[src/rtl/seg7_scan_driver.sv]
// Multiplexed N-digit 7-segment scan driver.
// Latches a BCD word plus per-digit decimal points into shadow registers, then
// scans one digit per slot with a short all-anodes-off guard at each slot start
// and optional leading-zero suppression. All board-facing outputs are registered.
module seg7_scan_driver #(
  parameter int NUM_DIGITS  = 4,
  parameter int CLK_DIV     = 50000,
  parameter int BLANK_CYC   = 2,
  parameter int LZ_SUPPRESS = 1
) (
  input  logic                    clk,
  input  logic                    rst_n,
  input  logic [4*NUM_DIGITS-1:0] bcd_in,
  input  logic [NUM_DIGITS-1:0]   dp_in,
  input  logic                    load,
  output logic [7:0]              seg,
  output logic [NUM_DIGITS-1:0]   an,
  output logic                    frame_tick
);

  localparam int CW = (CLK_DIV > 1) ? $clog2(CLK_DIV) : 1;
  localparam int PW = (NUM_DIGITS > 1) ? $clog2(NUM_DIGITS) : 1;
  localparam logic [CW-1:0] CNT_LAST = CW'(CLK_DIV - 1);
  localparam logic [PW-1:0] PTR_LAST = PW'(NUM_DIGITS - 1);

  logic [CW-1:0]                cnt;
  logic [PW-1:0]                ptr;
  logic [NUM_DIGITS-1:0][3:0]   bcd_sh;
  logic [NUM_DIGITS-1:0]        dp_sh;

  logic                         slot_end;
  logic                         frame_wrap;
  logic                         in_blank;
  logic [NUM_DIGITS-1:0]        lz_blank;
  logic [3:0]                   cur_digit;
  logic [6:0]                   cur_font;
  logic [7:0]                   seg_d;
  logic [NUM_DIGITS-1:0]        an_d;

  // Active-high A..G pattern for one code; A-E are blank, F is a dash.
  function automatic logic [6:0] font(input logic [3:0] code);
    logic [6:0] f;
    case (code)
      4'h0:    f = 7'h3F;
      4'h1:    f = 7'h06;
      4'h2:    f = 7'h5B;
      4'h3:    f = 7'h4F;
      4'h4:    f = 7'h66;
      4'h5:    f = 7'h6D;
      4'h6:    f = 7'h7D;
      4'h7:    f = 7'h07;
      4'h8:    f = 7'h7F;
      4'h9:    f = 7'h6F;
      4'hF:    f = 7'h40;
      default: f = 7'h00;
    endcase
    return f;
  endfunction

  assign slot_end   = (cnt == CNT_LAST);
  assign frame_wrap = slot_end && (ptr == PTR_LAST);

  // Ghost guard window: the first BLANK_CYC cycles of every digit slot.
  generate
    if (BLANK_CYC == 0) begin : g_no_blank
      assign in_blank = 1'b0;
    end else begin : g_blank
      assign in_blank = (cnt < CW'(BLANK_CYC));
    end
  endgenerate

  // Leading-zero map: a digit above 0 blanks when it and every higher digit are zero.
  always_comb begin
    logic higher_zero;
    // NOTE: blocking assignments here are intentional; higher_zero is a running
    // value carried down the loop, and every output gets a default first so no latch forms.
    higher_zero = 1'b1;
    lz_blank    = '0;
    for (int i = NUM_DIGITS - 1; i >= 0; i--) begin
      higher_zero = higher_zero && (bcd_sh[i] == 4'd0);
      if ((i > 0) && (LZ_SUPPRESS != 0)) lz_blank[i] = higher_zero;
    end
  end

  // Next segment/anode pattern for the digit currently under the pointer.
  always_comb begin
    cur_digit = bcd_sh[ptr];
    cur_font  = lz_blank[ptr] ? 7'h00 : font(cur_digit);
    seg_d     = 8'hFF;
    an_d      = '1;
    if (!in_blank) begin
      an_d[ptr] = 1'b0;
      seg_d     = {~dp_sh[ptr], ~cur_font};
    end
  end

  // Prescaler and digit pointer; the pointer advances once per slot.
  // NOTE: sequential state uses non-blocking assignments so every register
  // samples the pre-edge values, regardless of statement order.
  always_ff @(posedge clk or negedge rst_n) begin
    if (!rst_n) begin
      cnt <= '0;
      ptr <= '0;
    end else if (slot_end) begin
      cnt <= '0;
      ptr <= (ptr == PTR_LAST) ? '0 : ptr + 1'b1;
    end else begin
      cnt <= cnt + 1'b1;
    end
  end

  // Shadow registers for the displayed word; only load updates them.
  // NOTE: the shadow is reset (not left to power-up) so digit 0 shows a clean '0'
  // straight out of reset instead of random segments.
  always_ff @(posedge clk or negedge rst_n) begin
    if (!rst_n) begin
      bcd_sh <= '0;
      dp_sh  <= '0;
    end else if (load) begin
      bcd_sh <= bcd_in;
      dp_sh  <= dp_in;
    end
  end

  // Registered pin drivers and frame pulse, one cycle behind the scan state.
  always_ff @(posedge clk or negedge rst_n) begin
    if (!rst_n) begin
      seg        <= 8'hFF;
      an         <= '1;
      frame_tick <= 1'b0;
    end else begin
      seg        <= seg_d;
      an         <= an_d;
      frame_tick <= frame_wrap;
    end
  end

endmodule
[config.mk]
export PLATFORM = sky130hd
export DESIGN_NAME = seg7_scan_driver
export DESIGN_NICKNAME = d
export VERILOG_FILES = /design/src/rtl/seg7_scan_driver.sv
export SDC_FILE = /design/constraint.sdc
export NUM_CORES = 1
export LEC_CHECK = 0
export ABC_AREA = 1
export BUFFER_PORTS_ARGS = -buffer_cell sky130_fd_sc_hd__clkbuf_2
export CAP_MARGIN = 25
export CORE_ASPECT_RATIO = 1.4
export CORE_MARGIN = 1
export CORE_UTILIZATION = 35
export DETAILED_ROUTE_END_ITERATION = 10
export SLEW_MARGIN = 15
export SYNTH_ARGS = -nofsm -noshare
export SYNTH_HDL_FRONTEND = slang
export SYNTH_SLANG_ARGS = --single-unit
[constraint.sdc]
create_clock -name clk -period 2.9 [get_ports clk]
set_input_delay 0.29 -clock clk [delete_from_list [all_inputs] [get_ports clk]]
set_output_delay 0.29 -clock clk [all_outputs]
set_load 0.005 [all_outputs]
==> metrics.md, run 1 <==
| Metric | Value |
|---|---|
| Clock buffer depth | 2 |
| Root Buffer | clkbuf_8 |
| CP most frequent cell | nand3_1 |
| Tot Pwr | 0.00143 W |
| Final Cycle Share | 0.732 |
| Syn Inst Count | 311 |
| Die width | 75.8 um |
| Die span in y | 105 um |
| Mean Syn Cell Area | 8.59 um2 |
| Crit path max-delay family | flip-flops |
| Clock power share | 0.334 |
| Placer Congestion | 0.867 |
| Hold_sp | bcd_in[15] |
| RR Endpoint | seg[3] |
| Clk slew on worst S/H paths | 0.09 ns |
| Final setup violation count | 0 |
| Die area | 7990 um2 |
| Worst-case clock skew | 0.0123 ns |
| Arrival time worst endpoint | 2.33 ns |
| Crit-path max FO | 15 |
| Starting Density | 0.363 |
| Hold Path Class | in -> reg |
| Layout cells sized above 1 | 0.249 |
| Worst Setup End Kind | flop |
| Io pins | 36 |
| Reported leakage power | 1.58 nW |
| Routed WL | 5.12 mm |
| Post-synthesis sequential area ratio | 0.484 |
| Vias | 2035 |
| Int Pwr | 0.00109 W |
| Synth warnings | 0 |
| CTS tree | yes |
| Largest net degree at the start of global routing | 52 |
| Gate power share | 0.113 |
| Post-route ant nets | 0 |
| Flop-to-flop setup slack | 0.78 ns |
| FMAX | 0.471 GHz |
| Sequential power share | 0.553 |
| Wire per inst | 11.5 um |
| RSZ-0062 raised after global routing | no |
| Via/cell ratio | 4.56 |
| Switching Fraction | 0.234 |
| Post-synthesis register bit count | 51 |
| Top cell type's share of synthesized area | 0.366 |
| Synth area leader | dfrtp_1 |
| Fin crit period | 2.12 ns |
| Worst-path cell with the longest stage delay | dfrtp_1 |
| Commonest non-fill, non-tap cells in the layout | 74 x nand2_1, 39 x dfrtp_1, 38 x inv_1 |
| Unique masters post-synth | 26 |
| Syn_nets | 345 |
| Relative slew margins | 0.646 |
| First drt pass iteration count | 4 |
| WHS | 0.196 ns |
| Reg2reg path depth | 9 |
| Total track usage | 0.143 |
| # DRC | 0 |
| Power per Cell Area | 468 nW/um2 |
| Top post-synthesis cells by area | dfrtp_1 37%, dfstp_2 12%, nand2_1 10% |
| Row count | 37 |
| Drt first-iter violations | 59 |
| Commonest non-fill, non-tap cell in the layout | nand2_1 |
| Diode count | 0 |
| Critical Path Source Type | flop |
| Vias in the first global route | 1921 |
| Setup crit start | ptr[0] |
| Crit path required time | 3.11 ns |
| Max-Cap Viols | 0 |
| CP Class | reg -> reg |
| # resized after CTS | 0 |
| Setup_tns | 0 ns |
| Post-Syn Area | 2670 um2 |
| Area growth, synth to finish | 14.3% |
| Critical Path Max Stage Delay | 0.66 ns |
| Worst Hold Depth | 3 |
| Postcts setup bufs | 0 |
| WHS Endpoint | bcd_sh[15] |
| Finished Core Util | 0.415 |
| First-pass GRT wire length | 8.74 mm |
| Hold Vio Cnt, Final | 0 |
| Worst-Skew Late Latency | 0.30 ns |
| Peak VDD IR | 0.309 mV |
| Outcome | finished clean |
| CTS HTree Levels | 2 |
| Post-DP HPWL | 3.87 mm |
| Total grt overflow | 0 |
| Final nets | 383 |
| Final Max Tran Viols | 0 |
| Port buffer count | 35 |
| P_sw | 0.000334 W |
| Cts hold-fix bufs | 1 |
| Critical R2R Launch | ptr[0] |
| CTS Buf Count | 5 |
| Initial antenna violation count | 0 |
| Crit path buf inv count | 2 |
| Critical Path, Cell by Cell | inv_2 -> a21oi_1 -> o21ai_0 -> o21ai_0 -> inv_1 -> ha_1 -> nand3_1 -> nand3_1 -> nand3_1 |
| Core Region | 7360 um2 |
| Worst Max-Slew Pin Slew | 0.531 ns |
| Sinks on Clock Net | 51 |
-- metrics by stage --
step / area [um2] / cells / setup WS, ns
after floorplan: 2670 / 311 / 1.16
after global routing: 3050 / 446 / 0.495
after detailed placement: 2940 / 438 / 0.772
after global placement: 2940 / 438 / 0.871
final: 3050 / 446 / 0.778
after CTS: 3050 / 446 / 0.740
-- registers in the layout, indices dropped and copies added (netlist names) --
name and flops:
cnt 16, bcd_sh 16, seg 8, frame_tick 1
an 4, ptr 2, dp_sh 4
-- Yosys cell counts --
cell	n
nor2_1	33
nor2_2	5
inv_4	1
nand3_1	28
clkbuf_1	1
inv_2	2
o21bai_1	3
ha_1	11
mux2_2	11
nand2_4	2
buf_2	2
nand4_1	2
o21ai_0	15
inv_1	38
a21oi_1	3
xor2_1	7
nand3b_1	2
nand4_2	1
dfrtp_1	39
nand3_2	3
nor3_1	5
dfstp_2	12
nand2_1	74
clkinv_2	1
buf_6	3
nand2_2	7
-- logic make-up (layout without fill, tap and decap cells) --
kind of cell / after synthesis / count (layout) / synth area share
XOR/XNOR: 7 / 7 / 0.0230
AO/OA/AOI/OAI: 21 / 21 / 0.0422
multiplexers: 11 / 11 / 0.0464
buffers and inverters: 48 / 86 / 0.0783
AND/OR/NAND/NOR: 162 / 162 / 0.275
flip-flops: 51 / 51 / 0.484
adder cells (fa/ha/maj): 11 / 11 / 0.0515
-- metal layers --
| layer | wire (um) | part of all wire | GRT usage |
|---|---|---|---|
| met4 | 134 | 0.026 | 0.0582 |
| met3 | 138 | 0.027 | 0.0296 |
| met2 | 2600 | 0.51 | 0.234 |
| met5 | 0 | 0 | 0 |
| met1 | 2250 | 0.44 | 0.178 |
-- tightest hold or removal path: stages --
cell and delay, ns:
clkbuf_2 0.07, nand2_1 0.04, o21ai_0 0.06
-- power by group through the flow --
stage                     Clock [W]  Combinational, W  Sequential (W)
after CTS                  0.000496          0.000165        0.000791
after global placement            0          0.000160        0.000804
after global routing       0.000521          0.000185        0.000795
after detailed placement          0          0.000162        0.000805
final                      0.000477          0.000161        0.000789
after floorplan                   0         0.0000941        0.000799
-- area by class of cell --
class	instances	area, um2
Fill cell	734	4310
Sequential cell	51	1290
Multi-Input combinational cell	212	1170
Timing Repair Buffer	37	205
Inverter	42	161
Tap cell	97	121
Clock buffer	6	72.6
Clock inverter	1	30.0
-- how the worst max path moves through the flow --
stage / end / slack (ns) / cells past startpoint
6_report: seg[3] / 0.78 / 9
5_1_grt: seg[3] / 0.50 / 9
4_1_cts: seg[3] / 0.74 / 9
3_5_place_dp: seg[3] / 0.77 / 9
3_3_place_gp: seg[3] / 0.87 / 9
2_1_floorplan: seg[3] / 1.16 / 9
(Power assumes the default switching activity.)
==> run 2, diff against run 1 <==
- ABC_AREA: 1 -> 0
- clock period: 2.9 -> 2.15 ns (I/O delays scaled with it)
==> run 2 against run 1 <==
Routed wire length fell by 19%. Non-clock buffer count rose by 2. The flow now finishes with violations (hold timing). Critical path type unchanged. Hold slack got worse by 0.21 ns. Largest cell class unchanged.
==> metrics.md, run 2 <==
| Metric | Value |
|---|---|
| CTS HTree Levels | 2 (unchanged) |
| CP Class | reg -> reg |
| Final nets | 264 (-31%) |
| Commonest cells post-synth | 39 x dfrtp_1, 21 x mux2_2, 12 x dfstp_2, 12 x nand2_1, 11 x ha_1 |
| Setup_tns | 0 ns (unchanged) |
| Worst Max-Slew Pin Slew | 0.822 ns (+0.291 ns) |
| Die width | 71.6 um (-5.5%) |
| Layout cells sized above 1 | 0.377 (+0.127) |
| Synth area leader | dfrtp_1 |
| Commonest non-fill, non-tap cell in the layout | dfrtp_1 |
| Setup crit start | cnt[11] |
| Met2 usage | 0.198 (-0.0358) |
| RR Endpoint | ptr[1] |
| Ys flop type | dfrtp_1 |
| Clock buffer depth | 2 (unchanged) |
| First-pass GRT wire length | 7.28 mm (-17%) |
| Wire per inst | 13.6 um (+19%) |
| Crit-path max FO | 5 (-10) |
| Starting Density | 0.362 (-0.00103) |
| Hold Path Class | in -> async |
| Drt first-iter violations | 38 (-36%) |
| Commonest non-fill, non-tap cells in the layout | 39 x dfrtp_1, 35 x clkbuf_2, 21 x mux2_2 |
| Fill count | 651 (-11%) |
| Peak VDD IR | 0.418 mV (+35%) |
| Postcts setup bufs | 0 (unchanged) |
| Fin crit period | 1.86 ns (-0.261 ns) |
| Area growth, synth to finish | 16.1% |
| Worst-Skew Late Latency | 0.31 ns (about the same) |
| Port buffer count | 35 (unchanged) |
| Total track usage | 0.132 (-0.0111) |
| Outcome | finished, violations left |
| Flop-to-flop setup slack | 0.29 ns (-0.49 ns) |
| Post-synthesis register bit count | 51 (unchanged) |
| Critical R2R Launch | cnt[11] |
| Top post-synthesis cells by area | dfrtp_1 41%, dfstp_2 13%, mux2_2 10% |
| Reported leakage power | 1.25 nW (-21%) |
| Failing checks | hold timing |
| Io pins | 36 (unchanged) |
| Critical Path Source Type | flop |
| Most frequent cell after synthesis | dfrtp_1 |
| Routed WL | 4.16 mm (-19%) |
| Top cell type's share of synthesized area | 0.411 (+0.0452) |
| Finished Core Util | 0.420 (+0.00542) |
| RSZ-0062 raised after global routing | no |
| Die span in y | 99.5 um (-5.6%) |
| Vias | 1549 (-24%) |
| Post-route ant nets | 0 (unchanged) |
| Final Max Tran Viols | 0 (unchanged) |
| Vias in the first global route | 1516 (-21%) |
| Worst Setup End Kind | flop |
| Clk slew on worst S/H paths | 0.10 ns (about the same) |
| Row count | 35 (-5.4%) |
| Max-Cap Viols | 0 (unchanged) |
| Cts hold-fix bufs | 0 (-1) |
| Post-DP HPWL | 3.10 mm (-20%) |
| Largest net degree at the start of global routing | 36 (-31%) |
| Number of enable flip-flop cells after synthesis | 0 (unchanged) |
| Via/cell ratio | 5.08 (+11%) |
| Initial antenna violation count | 0 (unchanged) |
| Met1 Use GR | 0.184 (+0.00557) |
| Synth warnings | 0 (unchanged) |
| Sinks on Clock Net | 51 (unchanged) |
| Mean Syn Cell Area | 12.6 um2 (+46%) |
| Arrival time worst endpoint | 2.05 ns (-0.28 ns) |
| Top Usage Layer GRT | met2 |
| Reg area | 1290 um2 (unchanged) |
| Footprint of the multi-input gates | 1030 um2 (-12%) |
| Power per Cell Area | 704 nW/um2 (+50%) |
| Post-synthesis sequential area ratio | 0.543 (+0.0598) |
| # DRC | 0 (unchanged) |
| Async S/R FF share, synth | 1.00 (unchanged) |
| Total grt overflow | 0 (unchanged) |
| CTS tree | yes |
| Relative slew margins | 0.452 (-0.194) |
| Placer Congestion | 0.780 (-10%) |
| Syn_nets | 223 (-35%) |
| Post-Syn Area | 2380 um2 (-11%) |
| Diode count | 0 (unchanged) |
| Syn Inst Count | 189 (-39%) |
| Hold Vio Cnt, Final | 17 (+17) |
| Die area | 7130 um2 (-11%) |
| CTS Buf Count | 5 (unchanged) |
| Crit path capture | ptr[1] |
| Biggest regs | bcd_sh: 16 flops, cnt: 16 flops, seg: 8 flops |
| FMAX | 0.537 GHz (+14%) |
| Final setup violation count | 0 (unchanged) |
| Crit path required time | 2.34 ns (-0.77 ns) |
| Root Buffer | clkbuf_8 |
| Core Region | 6570 um2 (-11%) |
| First drt pass iteration count | 4 (unchanged) |
| WHS | -0.0133 ns (-0.209 ns) |
| Final Cycle Share | 0.865 (+0.134) |
| Worst-case clock skew | 0.0148 ns (+0.00250 ns) |
| # resized after CTS | 0 (unchanged) |
| Reg2reg path depth | 4 (-5) |
| Unique masters post-synth | 37 (+42%) |
| M3 GR Usage | 0.0294 (-0.000255) |
==> run 2: cell families after synthesis <==
| kind of cell | share of synthesized area |
|---|---|
| AO/OA/AOI/OAI | 0.0442 |
| XOR/XNOR | 0.0479 |
| adder cells (fa/ha/maj) | 0.0579 |
| multiplexers | 0.157 |
| flip-flops | 0.543 |
| buffers and inverters | 0.0237 |
| AND/OR/NAND/NOR | 0.125 |
==> run 2: how the worst min path moves through the flow <==
stage	startpoint	endpoint	slack, ns	cells past startpoint
2_1_floorplan	rst_n	bcd_sh[0]	-0.08	0
4_1_cts	rst_n	bcd_sh[10]	0.02	1
3_3_place_gp	rst_n	bcd_sh[1]	0.35	1
5_1_grt	rst_n	bcd_sh[5]	0.05	1
3_5_place_dp	rst_n	bcd_sh[1]	0.37	1
6_report	rst_n	bcd_sh[5]	-0.01	1
==> run 2: worst max-delay path, cell delays in order, from the launching register on <==
cell and delay [ns]:
dfrtp_1 0.44, or4_1 0.57, nor2b_1 0.16, and3_2 0.25
mux2_2 0.34
==> run 2: power by group <==
group / total, W / switching (W) / internal [W]
sequential: 0.00107 / 0.0000313 / 0.00104
clock: 0.000672 / 0.000321 / 0.000351
combinational: 0.000199 / 0.0000941 / 0.000105
total: 0.00194 / 0.000447 / 0.00149
==> run 2: metal layers <==
metal  routed length, um  up-vias
met3                 149        7
met1                1940      762
met2                2000       33
met5                   0        -
li1                    -      747
met4                  72        0
==> run 2: stage by stage <==
| stage | power [W] | instance area [um2] | setup WS [ns] | instances |
|---|---|---|---|---|
| 2_1_floorplan | 0.00120 | 2380 | 0.356 | 189 |
| 3_3_place_gp | 0.00129 | 2640 | 0.325 | 297 |
| 3_5_place_dp | 0.00129 | 2640 | 0.295 | 297 |
| 4_1_cts | 0.00198 | 2760 | 0.277 | 305 |
| 5_1_grt | 0.00204 | 2760 | 0.133 | 305 |
| 6_report | 0.00194 | 2760 | 0.289 | 305 |
==> run 2: cell type report <==
type / count / area share
repair buffers: 39 / 0.0744
well taps: 74 / 0.0336
inverters: 7 / 0.00952
clock buffers: 5 / 0.0249
multi-input cells: 126 / 0.373
flip-flops and latches: 51 / 0.468
clock inverters: 3 / 0.0168
==> run 3, diff against run 2 <==
- REMOVE_ABC_BUFFERS: not set -> 1
==> run 3 against run 2 <==
Cell count up 0.66%. Register-to-register slack worse by 0.03 ns. Core utilization down 0.17 points. The run now ends clean. First-iteration DRC count up 37%. Via count about the same. Sequential share of layout area up 0.19 points. Final area down 0.41%. Critical endpoint is now seg[1]. Total power down 6.5%. Critical path depth up 1. Non-clock buffer count up 2. Die area unchanged. Setup slack worse by 0.032 ns.
==> metrics.md, run 3 (synthesis gave the netlist of run 2 again) <==
| Metric | Value |
|---|---|
| Biggest regs | bcd_sh: 16 flops, cnt: 16 flops, seg: 8 flops |
| Die area | 7130 um2 (unchanged) |
| First-pass GRT wire length | 7.39 mm (+1.5%) |
| Hold_sp | bcd_in[8] |
| Critical Path Max Stage Delay | 0.63 ns (+0.06 ns) |
| Area growth, synth to finish | 15.6% |
| Critical Path, Cell by Cell | mux4_2 -> inv_1 -> ha_1 -> and2_1 -> nand2b_1 |
| Finished Core Util | 0.418 (-0.00171) |
| Io pins | 36 (unchanged) |
| CTS HTree Levels | 2 (unchanged) |
| Diode count | 0 (unchanged) |
| RSZ-0062 raised after global routing | no |
| # DRC | 0 (unchanged) |
| Fin crit period | 1.89 ns (+0.0324 ns) |
| Root Buffer | clkbuf_8 |
| Arrival time worst endpoint | 2.12 ns (+0.07 ns) |
| Routed WL | 4.32 mm (+3.9%) |
| Worst Hold Depth | 2 |
| Flop-to-flop setup slack | 0.26 ns (-0.03 ns) |
| Clock buffer depth | 2 (unchanged) |
| Commonest non-fill, non-tap cells in the layout | 39 x dfrtp_1, 35 x clkbuf_2, 21 x mux2_2 |
| Reg2reg path depth | 5 (+1) |
| Worst Max-Slew Pin Slew | 0.611 ns (-0.211 ns) |
| PnR worst setup slack | 0.257 ns (-0.0324 ns) |
| Die width | 71.6 um (unchanged) |
| Drt first-iter violations | 52 (+37%) |
| Crit-path max FO | 6 (+1) |
| Core Region | 6570 um2 (unchanged) |
| Max-Cap Viols | 0 (unchanged) |
| Final Cycle Share | 0.880 (+0.0151) |
| CTS tree | yes |
| Final Max Tran Viols | 0 (unchanged) |
| Tot Pwr | 0.00181 W (-6.5%) |
| FMAX | 0.528 GHz (-1.7%) |
| Final setup violation count | 0 (unchanged) |
| Total track usage | 0.134 (+0.00265) |
| Wire per inst | 14.1 um (+3.3%) |
| Initial antenna violation count | 0 (unchanged) |
| Post-route ant nets | 0 (unchanged) |
| Post-DP HPWL | 3.28 mm (+5.8%) |
| Total grt overflow | 0 (unchanged) |
| Vias in the first global route | 1548 (+2.1%) |
| Row count | 35 (unchanged) |
| Largest net degree at the start of global routing | 24 (-33%) |
| Crit path required time | 2.38 ns (+0.04 ns) |
| Setup_tns | 0 ns (unchanged) |
| RR Endpoint | seg[1] |
| Die span in y | 99.5 um (unchanged) |
| Commonest non-fill, non-tap cell in the layout | dfrtp_1 |
| Reported leakage power | 1.25 nW (+0.19%) |
| Placer Congestion | 0.775 (-0.60%) |
| Worst-Skew Late Latency | 0.30 ns (about the same) |
| Outcome | finished clean |
| Starting Density | 0.362 (unchanged) |
| Hold Vio Cnt, Final | 0 (-17) |
| Final nets | 266 (+0.76%) |
| Critical Path Source Type | flop |
| Critical R2R Launch | ptr[0] |
| WHS Endpoint | bcd_sh[8] |
| Worst-case clock skew | 0.00362 ns (-0.0111 ns) |
| Worst Setup End Kind | flop |
| Crit path buf inv count | 1 (+1) |
| Clk slew on worst S/H paths | 0.09 ns (about the same) |
| Sinks on Clock Net | 51 (unchanged) |
| Crit path max-delay family | multiplexers |
| Hold Path Class | in -> reg |
| Via/cell ratio | 5.04 (-0.72%) |
| Relative slew margins | 0.593 (+0.140) |
| Worst-path cell with the longest stage delay | mux4_2 |
| Power per Cell Area | 660 nW/um2 (-6.1%) |
| Port buffer count | 35 (unchanged) |
| Peak VDD IR | 0.313 mV (-25%) |
| CTS Buf Count | 5 (unchanged) |
| Layout cells sized above 1 | 0.378 (+0.00106) |
| CP Class | reg -> reg |
| Pre-CTS WS | 0.258 ns (-0.0370 ns) |
| Vias | 1548 (-0.065%) |
| First drt pass iteration count | 4 (unchanged) |
run 3: report_power, final:
group / leakage [nW] / total, W / switching [W] / internal [W]
logic: 0.589 / 0.000200 / 0.0000942 / 0.000106
registers: 0.611 / 0.00107 / 0.0000343 / 0.00104
clock network: 0.0488 / 0.000541 / 0.000313 / 0.000229
run 3: routing by layer:
metal | global-route usage | wire, um | share of wire
met1 | 0.177 | 1950 | 0.45
met2 | 0.217 | 2200 | 0.51
met3 | 0.0243 | 95 | 0.022
met4 | 0.0558 | 76 | 0.018
met5 | 0 | 0 | 0
run 3: worst max path at each step:
stage	startpoint	end	slack, ns	cells past startpoint
after floorplan	ptr[0]	seg[1]	0.26	5
after global placement	ptr[0]	seg[1]	0.30	5
after detailed placement	ptr[0]	seg[1]	0.26	5
after CTS	ptr[0]	seg[1]	0.23	5
after global routing	ptr[0]	seg[1]	0.14	5
final	ptr[0]	seg[1]	0.26	5
run 3: layout make-up:
type / instances / area, um2
sequential: 51 / 1290
clock buffer: 5 / 68.8
tap: 74 / 92.6
inverter: 7 / 26.3
fill: 643 / 3820
multi-input combinational: 126 / 1030
timing repair buffer: 41 / 223
clock inverter: 3 / 17.5
run 3: repair_timing:
item                                   in CTS  in global routing
buffers inserted                            0                  0
setup endpoints to repair                   0                  0
hold buffers                                1                  0
resized for setup                           0                  0
endpoints found under the hold margin      16                  0
run 3: stage by stage:
| step | cell area (um2) | instances | hold WS [ns] |
|---|---|---|---|
| 6_report | 2750 | 307 | 0.139 |
| 5_1_grt | 2750 | 307 | 0.133 |
| 4_1_cts | 2750 | 307 | 0.135 |
| 3_5_place_dp | 2650 | 298 | 0.259 |
| 3_3_place_gp | 2650 | 298 | 0.262 |
| 2_1_floorplan | 2350 | 184 | -0.0806 |
